==> src/rtl/or_and_operand_fifo.sv <==
// ---------------------------------------------------------------------------
// or_and_operand_fifo
//   Operand staging buffer in front of the OR/AND selector. It queues (A, B)
//   operand pairs and presents the oldest pair first-word-fall-through. The
//   selector reads A[WIDTH-1] as its op bit. That bit passes through untouched.
//
// Ports
//   clk       : system clock, rising edge
//   rst_n     : asynchronous active-low reset (pointers, count, overflow)
//   ena       : block enable; when low nothing is accepted or emitted
//   wr_valid  : producer offers a pair on wr_a / wr_b
//   wr_ready  : pair accepted this cycle (ena and not full)
//   wr_a/wr_b : operand pair in
//   rd_valid  : head pair is presented on rd_a / rd_b (ena and not empty)
//   rd_ready  : selector consumes the head pair this cycle
//   rd_a/rd_b : head operand pair, zero whenever rd_valid is low
//   count     : stored pairs, 0..DEPTH
//   overflow  : sticky, a write was attempted while full and enabled
//   ovf_clr   : synchronous clear of overflow (a new set wins)
// ---------------------------------------------------------------------------
module or_and_operand_fifo #(
    parameter int WIDTH = 8,
    parameter int DEPTH = 4
) (
    input  logic                       clk,
    input  logic                       rst_n,
    input  logic                       ena,
    input  logic                       wr_valid,
    output logic                       wr_ready,
    input  logic [WIDTH-1:0]           wr_a,
    input  logic [WIDTH-1:0]           wr_b,
    output logic                       rd_valid,
    input  logic                       rd_ready,
    output logic [WIDTH-1:0]           rd_a,
    output logic [WIDTH-1:0]           rd_b,
    output logic [$clog2(DEPTH):0]     count,
    output logic                       overflow,
    input  logic                       ovf_clr
);

    localparam int AW = $clog2(DEPTH);
    localparam int CW = AW + 1;

    logic [WIDTH-1:0] r_mem_a [DEPTH];
    logic [WIDTH-1:0] r_mem_b [DEPTH];
    logic [AW-1:0]    r_wr_ptr;
    logic [AW-1:0]    r_rd_ptr;
    logic [CW-1:0]    r_count;
    logic             r_overflow;

    logic w_full;
    logic w_empty;
    logic w_push;
    logic w_pop;
    logic w_drop;

    // Pointers wrap naturally; only the count tells full from empty.
    assign w_full  = (r_count == CW'(DEPTH));
    assign w_empty = (r_count == '0);

    // Ready depends on registered count only, so a full FIFO never lets a
    // write through on the strength of a same-cycle read.
    assign wr_ready = ena && !w_full;
    assign rd_valid = ena && !w_empty;

    assign w_push = wr_valid && wr_ready;
    assign w_pop  = rd_valid && rd_ready;
    assign w_drop = ena && wr_valid && !wr_ready;

    assign rd_a = rd_valid ? r_mem_a[r_rd_ptr] : '0;
    assign rd_b = rd_valid ? r_mem_b[r_rd_ptr] : '0;

    assign count    = r_count;
    assign overflow = r_overflow;

    // Storage is intentionally not reset; the count guards stale entries.
    always_ff @(posedge clk) begin
        if (w_push) begin
            r_mem_a[r_wr_ptr] <= wr_a;
            r_mem_b[r_wr_ptr] <= wr_b;
        end
    end

    always_ff @(posedge clk or negedge rst_n) begin
        if (!rst_n) begin
            r_wr_ptr   <= '0;
            r_rd_ptr   <= '0;
            r_count    <= '0;
            r_overflow <= 1'b0;
        end else begin
            if (w_push) begin
                r_wr_ptr <= r_wr_ptr + AW'(1);
            end
            if (w_pop) begin
                r_rd_ptr <= r_rd_ptr + AW'(1);
            end
            case ({w_push, w_pop})
                2'b10:   r_count <= r_count + CW'(1);
                2'b01:   r_count <= r_count - CW'(1);
                default: r_count <= r_count;
            endcase
            // A fresh drop takes priority over a clear in the same cycle.
            if (w_drop) begin
                r_overflow <= 1'b1;
            end else if (ovf_clr) begin
                r_overflow <= 1'b0;
            end
        end
    end

endmodule

==> config.mk <==
export PLATFORM = sky130hd
export DESIGN_NAME = or_and_operand_fifo
export DESIGN_NICKNAME = d
export VERILOG_FILES = /design/src/rtl/or_and_operand_fifo.sv
export SDC_FILE = /design/constraint.sdc
export NUM_CORES = 1
export LEC_CHECK = 0
export CAP_MARGIN = 5
export CORE_UTILIZATION = 30
export CTS_BUF_LIST = sky130_fd_sc_hd__clkbuf_8 sky130_fd_sc_hd__clkbuf_16
export DETAILED_ROUTE_END_ITERATION = 10
export SLEW_MARGIN = 20
export SYNTH_ARGS = -nofsm -noshare
export SYNTH_HDL_FRONTEND = slang
export SYNTH_SLANG_ARGS = --single-unit
export TNS_END_PERCENT = 1
==> constraint.sdc <==
create_clock -name clk -period 3.6 [get_ports clk]
set_clock_uncertainty 0.15 [all_clocks]
set_input_delay 0.36 -clock clk [delete_from_list [all_inputs] [get_ports clk]]
set_output_delay 0.36 -clock clk [all_outputs]
set_load 0.03 [all_outputs]
; Word-level counts from Yosys, hierarchy flattened
; Memories as Yosys holds them, arrays and structs flattened.
; Cells that the tools add are included.
[totals]
regBits = 8
latchBits = 0
mem_bits_rw = 64
mem_bits_ro = 0
inputBits = 22
out_inout_bits = 22
elab_cells = 32
n_memories = 2
[mem_list]
columns = memory, words, word_bits, read_ports, rd_ports_with_merged_regs, write_ports, line
row1 = r_mem_a, 4, 8, 1, 0, 1, 44  ; logic [WIDTH-1:0] r_mem_a [DEPTH];
row2 = r_mem_b, 4, 8, 1, 0, 1, 45  ; logic [WIDTH-1:0] r_mem_b [DEPTH];
[classes]
addsub = 4
multipliers = 0
div = 0
order_cmp = 0
n_eq_ne = 3
shift = 0
mux = 7
bitwise = 0
reduce_logical = 12
[op_table]
columns = operator, n
row1 = $mux 8, 2
row2 = $logic_and 1x1->1, 6
row3 = $pmux 3 s2, 1
row4 = $add 2x1->2 const B, 2
row5 = $mux 1, 4
row6 = $reduce_bool 2->1, 2
row7 = $add 3x1->3 const B, 1
row8 = $eq 3x3->1 const B, 1
row9 = $logic_not 1->1, 3
row10 = $logic_not 3->1, 1
row11 = $sub 3x1->3 const B, 1
row12 = $eq 2x1->1 const B, 1
row13 = $eq 2x2->1 const B, 1

; Longest topological paths before layout
; Gate-level depths: netlist of the first run.
[depth]
ltp_word = 6
depth_mapped = 9
depth_no_buf = 9

; Least setup slack after synthesis of the first run
; OpenSTA, ideal clock, no wires.
[synth_timing]
path_type = register to register
from = reg r_count[0], in the netlist count[0]
to = reg r_count[2], in the netlist count[2]
setup_time_ns = 0.080
arrival_ns = 2.106
required_time_ns = 3.370
path_slack_ns = 1.263
stages_incl_launch_ff = 10
n_path_buf = 0
period_less_slack_ns = 2.337
cell_sequence = dfrtp_1 -> or3b_1 -> nor2b_4 -> inv_1 -> ha_1 -> inv_1 -> fa_1 -> xor2_1 -> nor2_1 -> xor2_1
[synth_via]
elab_chain_len = 6
elab_cells_between_ends = 14
classes_between = 2 x add/sub / 3 x eq/ne / 1 x mux / 8 x reduce/logical
[synth_rtl]
columns = element, line
row1 = from (decl), 48  ; logic [CW-1:0] r_count;
row2 = from (signal assigned), 98  ; 2'b10: r_count <= r_count + CW'(1);
row3 = from (signal assigned), 99  ; 2'b01: r_count <= r_count - CW'(1);
row4 = from (signal assigned), 100  ; default: r_count <= r_count;
row5 = $eq 3x3->1 or $logic_not 3->1 (tied branches), "58, 59"
row6 = "$logic_not 1->1, on equally long branches", "63, 64"
row7 = "$logic_and 1x1->1, on equally long branches", "63, 64"
row8 = "$logic_and 1x1->1, on equally long branches", "66, 67"
row9 = $eq 2x1->1 or $eq 2x2->1 (tied branches), 97  ; case ({w_push, w_pop})
row10 = $pmux 3 s2 or $reduce_bool 2->1 (tied branches), n/a
; Parallel ways exist; a longest one is shown, timed or not.
; A chain may end at the register's enable or synchronous reset.

; Worst setup path in the final report of the first run
[layout_timing]
from = reg r_rd_ptr[0]
to = out rd_b[7]
[layout_via]
elab_chain_len = 2
[layout_rtl]
columns = element, line
row1 = from (decl), 47  ; logic [AW-1:0] r_rd_ptr;
row2 = from (signal assigned), 95  ; r_rd_ptr <= r_rd_ptr + AW'(1);
row3 = $mem_v2 4x8, n/a
row4 = $mux 8, 71  ; assign rd_b = rd_valid ? r_mem_b[r_rd_ptr] : '0;
row5 = to (decl), 35  ; output logic [WIDTH-1:0] rd_b,
; No other way between the ends.

==> results of run 1 <==
through the flow:
step	instance area, sq um	hold slack (ns)
6_report	3700	0.165
5_1_grt	3700	0.184
4_1_cts	3700	0.166
3_5_place_dp	3520	0.373
3_3_place_gp	3520	0.367
2_1_floorplan	2930	-0.0856
cells in the mapped netlist (2+ instances only):
cell type	number	area, sq um
xnor2_1	3	26.3
inv_1	7	26.3
ha_1	5	62.6
dfrtp_1	8	200
xor2_1	3	26.3
mux4_1	8	210
and2_1	22	138
edfxtp_1	64	1920
mux4_2	8	180
buf_2	2	10.0
state kept, by name, indices dropped and copies added (netlist names):
signal	count
r_mem_a	32
r_mem_b	32
count	3
r_rd_ptr	2
r_wr_ptr	2
overflow	1
power by group:
part,internal [mW],total [mW],switching (mW),leakage (nW)
sequential,1.03,1.12,0.0858,0.676
clock,0.249,0.549,0.300,0.0830
combinational,0.460,0.924,0.464,0.517
worst max-delay path, cell delays in order (launching register included):
cell and delay [ns]:
dfrtp_1 0.33, buf_4 0.31, mux4_1 0.62, and2_1 0.18
clkdlybuf4s50_1 0.59
cell type report:
type | count | area [sq um]
Clock inverter | 7 | 48.8
Inverter | 7 | 26.3
Multi-Input combinational cell | 59 | 738
Timing Repair Buffer | 49 | 475
Clock buffer | 9 | 124
Tap cell | 129 | 161
Fill cell | 899 | 5680
Sequential cell | 72 | 2120
per-layer routing:
layer | vias to the layer above | global-route usage, % | wire length [microns]
met4 | 0 | 4.01 | 75
met3 | 8 | 4.09 | 281
met1 | 712 | 14.6 | 2230
met2 | 40 | 18.5 | 2600
met5 | - | 0 | 0
li1 | 663 | - | -
final timing paths:
kind / start / to / cells past startpoint
min: rst_n / r_wr_ptr[0] / 1
min in group clk: count[2] / count[2] / 1
max reg2reg: count[0] / count[2] / 9
max: r_rd_ptr[0] / rd_b[7] / 4
max in group asynchronous: rst_n / r_wr_ptr[1] / 1
min reg2reg: count[2] / count[2] / 1
kinds of logic (layout without fill, tap and decap cells):
group / after synthesis / count (layout) / share of synthesized area, %
flops: 72 / 72 / 72.4
simple gates: 27 / 27 / 5.89
fa+ha+maj: 6 / 6 / 2.82
compound gates: 2 / 2 / 0.512
buf+inv: 12 / 72 / 2.43
mux: 18 / 18 / 14.2
xor+xnor: 6 / 6 / 1.79
==> run metrics, run 1 <==
status=completed; WS Path Type=register to output pin; Max-slew headroom=50.0%; row cnt=35; Power, Total=between 2 and 3 mW; flop and latch count out of synthesis=slightly above 70; # clock sinks=a little over 70; reg-to-reg slack, setup=approximately 1.2 ns; Setup crit end kind=output pin; Top FF cell, synth=edfxtp_1; Worst-Margin Slew=approximately 0.75 ns; via count=approximately 1,400; largest net degree at the start of global routing=19; layout cells sized above 1=15.3%; fmax=~350 MHz; # DRC=0; Die X=101 microns; Slew Limit Fails=0; core area=0.00937 sq mm; pre-CTS setup slack=0.710 ns; Pre-antenna DRT Iters=4; post-synthesis net count=roughly 170; deepest clock path buffer count=2; post-synthesis sequential area ratio=72.4%; count of flip-flops with a built-in enable after synthesis=64; Port-buffer cells=43; DRT iter0 DRCs=41; chip height=slightly above 100 microns; Post-CTS Repair Setup Buffers=0; synth unique cells=23; Area growth, synth to finish=26.1%; worst-path maximum fanout=18; commonest non-fill, non-tap cells in the layout=64 x edfxtp_1, 43 x clkdlybuf4s50_1, 22 x and2_1, 9 x clkbuf_8; Mapped Cells=approximately 140; CTS buffer count=9; P_leak=between 1 and 1.5 nW; root buf cell=clkbuf_8; Non-Filler Instances=roughly 330; Startpoint Class=register; clk slew on worst S/H paths=approximately 0.080 ns; clock latency on the worst-skew pair=around 0.34 ns; die area=0.0102 sq mm; Mapped Area=a little under 0.003 sq mm; Top Ports=44; CTS tree=built; RSZ-0062 raised after global routing=false; Min-Delay Path Class=input port to asynchronous set/reset pin; Post-Place Cells=316; Setup WS post-layout=a little over 0.7 ns; CTS hold repair buffers=0; Yosys warnings=0; post-DP HPWL=around 3.3 mm; # nets final=around 230; placer congestion estimate=about 0.63; Tmin final=between 2 and 3 ns; Setup TNS=0 ns; diodes inserted=0; ys async rst share=between 10 and 15%; Crit path required time=about 3.1 ns; initial antenna violation count=0; syn_area_per_cell=around 21 sq um; Final Hold Viols=0; leading cell type in the layout, fill and taps excluded=edfxtp_1; vias in the first global route=1,502; first-pass GRT wire length=between 8 and 9 mm; Routed Antenna Nets=0; Total Wirelength=around 5.2 mm; critical path arrival=between 2 and 2.5 ns; drt via density=roughly 4.3; H-tree depth=3; Peak VDD IR=approximately 0.24 mV; Final Setup Violations=0; Global Route Usage Sum=a little under an eighth; fin crit share=80.4%; PostCTS Resize Cnt=0; Power Density=between 700 and 800 mW/mm^2; DR WL/cell=~16 microns; GRT overflow=0; utilization after layout=a little under 40%; Starting Density=31.3%; Max Cap Viol=0
Note: power is estimated with default switching activity, not from simulation.
==> inputs of run 2 (changes only) <==
- clock period: 3.6 -> 3 ns (I/O delays scaled with it)
==> run 2 against run 1 <==
Effect of this change: clock-buffer cell count stayed put; routed wire length shrank 2.3%; sequential power rose by 17%; global-route usage is 0.35 points lower; hold slack got worse by 0.080 ns; largest power group unchanged; combinational power grew 29%; core utilization is 0.55 points higher.
==> run metrics, run 2 (synthesis results as in run 1) <==
Max-slew headroom=76.0% (+26 points); commonest non-fill, non-tap cells in the layout=64 x edfxtp_1, 43 x clkdlybuf4s50_1, 22 x and2_1, 9 x clkbuf_8; post-DP HPWL=3.40 mm (+2.1%); Power Density=861 mW/mm^2 (+23%); # nets final=228 (+0.88%); leading cell type in the layout, fill and taps excluded=edfxtp_1; RSZ-0062 raised after global routing=false; Fin Hold WS=0.0851 ns (-0.0797 ns); clk slew on worst S/H paths=0.07 ns (about the same); clock latency on the worst-skew pair=0.33 ns (about the same); first-pass GRT wire length=8.14 mm (-2.2%); crit path from=r_rd_ptr[0]; R2R depth=9 (unchanged); die area=0.0102 sq mm (unchanged); Final Hold Viols=0 (unchanged); Post-CTS Repair Setup Buffers=0 (unchanged); # clock sinks=72 (unchanged); Routed Antenna Nets=0 (unchanged); CTS hold repair buffers=0 (unchanged); Global Route Usage Sum=11.2% (-0.35 points); worst setup path endpoint=rd_b[7]; Worst-Margin Slew=0.358 ns (-0.392 ns); deepest clock path buffer count=2 (unchanged); layout cells sized above 1=16.1% (+0.83 points); Pre-antenna DRT Iters=4 (unchanged); Critical R2R Capture=count[2]; Slew Limit Fails=0 (unchanged); WS Path Type=register to output pin; fill count=880 (-2.1%); fin crit share=91.5%; placer congestion estimate=0.651 (+3.6%); Peak VDD IR=0.259 mV (+8.6%); Setup TNS=0 ns (unchanged); PostCTS Resize Cnt=0 (unchanged); via count=1,444 (+1.5%); diodes inserted=0 (unchanged); critical path arrival=2.29 ns (-0.10 ns); DR WL/cell=15.2 microns (-2.8%); DRT iter0 DRCs=33 (-20%); Startpoint Class=register; FF-to-FF Start=count[0]; Final Setup Violations=0 (unchanged); reg-to-reg slack, setup=0.66 ns (-0.50 ns); largest net degree at the start of global routing=19 (unchanged); CTS buffer count=9 (unchanged); status=completed; chip height=101 microns (unchanged); CTS tree=built; Tmin final=~2.7 ns; vias in the first global route=1,489 (-0.87%); GRT overflow=0 (unchanged); Area growth, synth to finish=27.8%; initial antenna violation count=0 (unchanged); Crit path required time=2.55 ns (-0.54 ns); Max Cap Viol=0 (unchanged); Min-Delay Path Class=input port to asynchronous set/reset pin; Die X=101 microns (unchanged); # DRC=0 (unchanged); Setup crit end kind=output pin; root buf cell=clkbuf_8; fmax=~360 MHz; drt via density=4.32 (+0.87%); Port-buffer cells=43 (unchanged); Top Ports=44 (unchanged); Starting Density=31.3% (unchanged); P_leak=1.31 nW (+2.5%); core area=0.00937 sq mm (unchanged); worst-path maximum fanout=18 (unchanged); H-tree depth=3 (unchanged); row cnt=35 (unchanged); Total Wirelength=5.07 mm (-2.3%)
run 2: changes by cell type in the layout (fill, tap and decap cells not counted), sizes merged:
cell      previous run  this run
bufinv               0         1
buf                  6         8
clkinv               2         3
clkinvlp             3         1
run 2: per-layer routing:
metal / part of all wire [%] / GRT usage [%] / vias up / wire length, microns
met3: 5.8 / 4.30 / 9 / 295
li1: - / - / 671 / -
met5: 0 / 0 / - / 0
met1: 44 / 13.8 / 720 / 2250
met4: 1.2 / 3.34 / 0 / 63
met2: 48 / 18.3 / 44 / 2460
run 2: cell type report:
class | instances | area, sq um | area share [%]
Multi-Input combinational cell | 59 | 738 | 19.7
Tap cell | 129 | 161 | 4.31
Clock buffer | 9 | 124 | 3.31
Clock inverter | 7 | 72.6 | 1.94
Sequential cell | 72 | 2120 | 56.6
Inverter | 7 | 26.3 | 0.701
Timing Repair Buffer | 51 | 503 | 13.4
run 2: critical path: stages (launching register included):
cell             delay, ns
dfrtp_1               0.37
buf_12                0.19
mux4_1                0.62
and2_1                0.18
clkdlybuf4s50_1       0.58
run 2: worst min path at each step:
stage | start | to | slack, ns | depth (start not counted)
2_1_floorplan | rst_n | count[0] | -0.15 | 0
3_3_place_gp | count[2] | count[2] | 0.36 | 1
3_5_place_dp | count[2] | count[2] | 0.37 | 1
4_1_cts | rst_n | r_rd_ptr[1] | 0.09 | 1
5_1_grt | rst_n | r_wr_ptr[0] | 0.12 | 1
6_report | rst_n | r_rd_ptr[1] | 0.09 | 1
run 2: report_power, final:
part / internal (mW) / leakage (nW) / switching (mW)
clock: 0.385 / 0.101 / 0.350
sequential: 1.24 / 0.676 / 0.0643
combinational: 0.579 / 0.532 / 0.607
run 2: through the flow:
step	util (%)	cell area, sq um	cells	power (mW)	setup WS, ns
after global routing	40.0	3750	334	3.40	0.169
final	40.0	3750	334	3.23	0.255
after detailed placement	37.9	3550	318	2.54	0.562
after floorplan	-	2930	143	2.12	0.663
after CTS	40.0	3750	334	3.28	0.237
after global placement	37.9	3550	318	2.53	0.583
==> inputs of run 3 (changes only) <==
- TNS_END_PERCENT: 1 -> 5
==> results of run 3 <==
The final DEF is identical to that of run 2; final timing and power are the same.
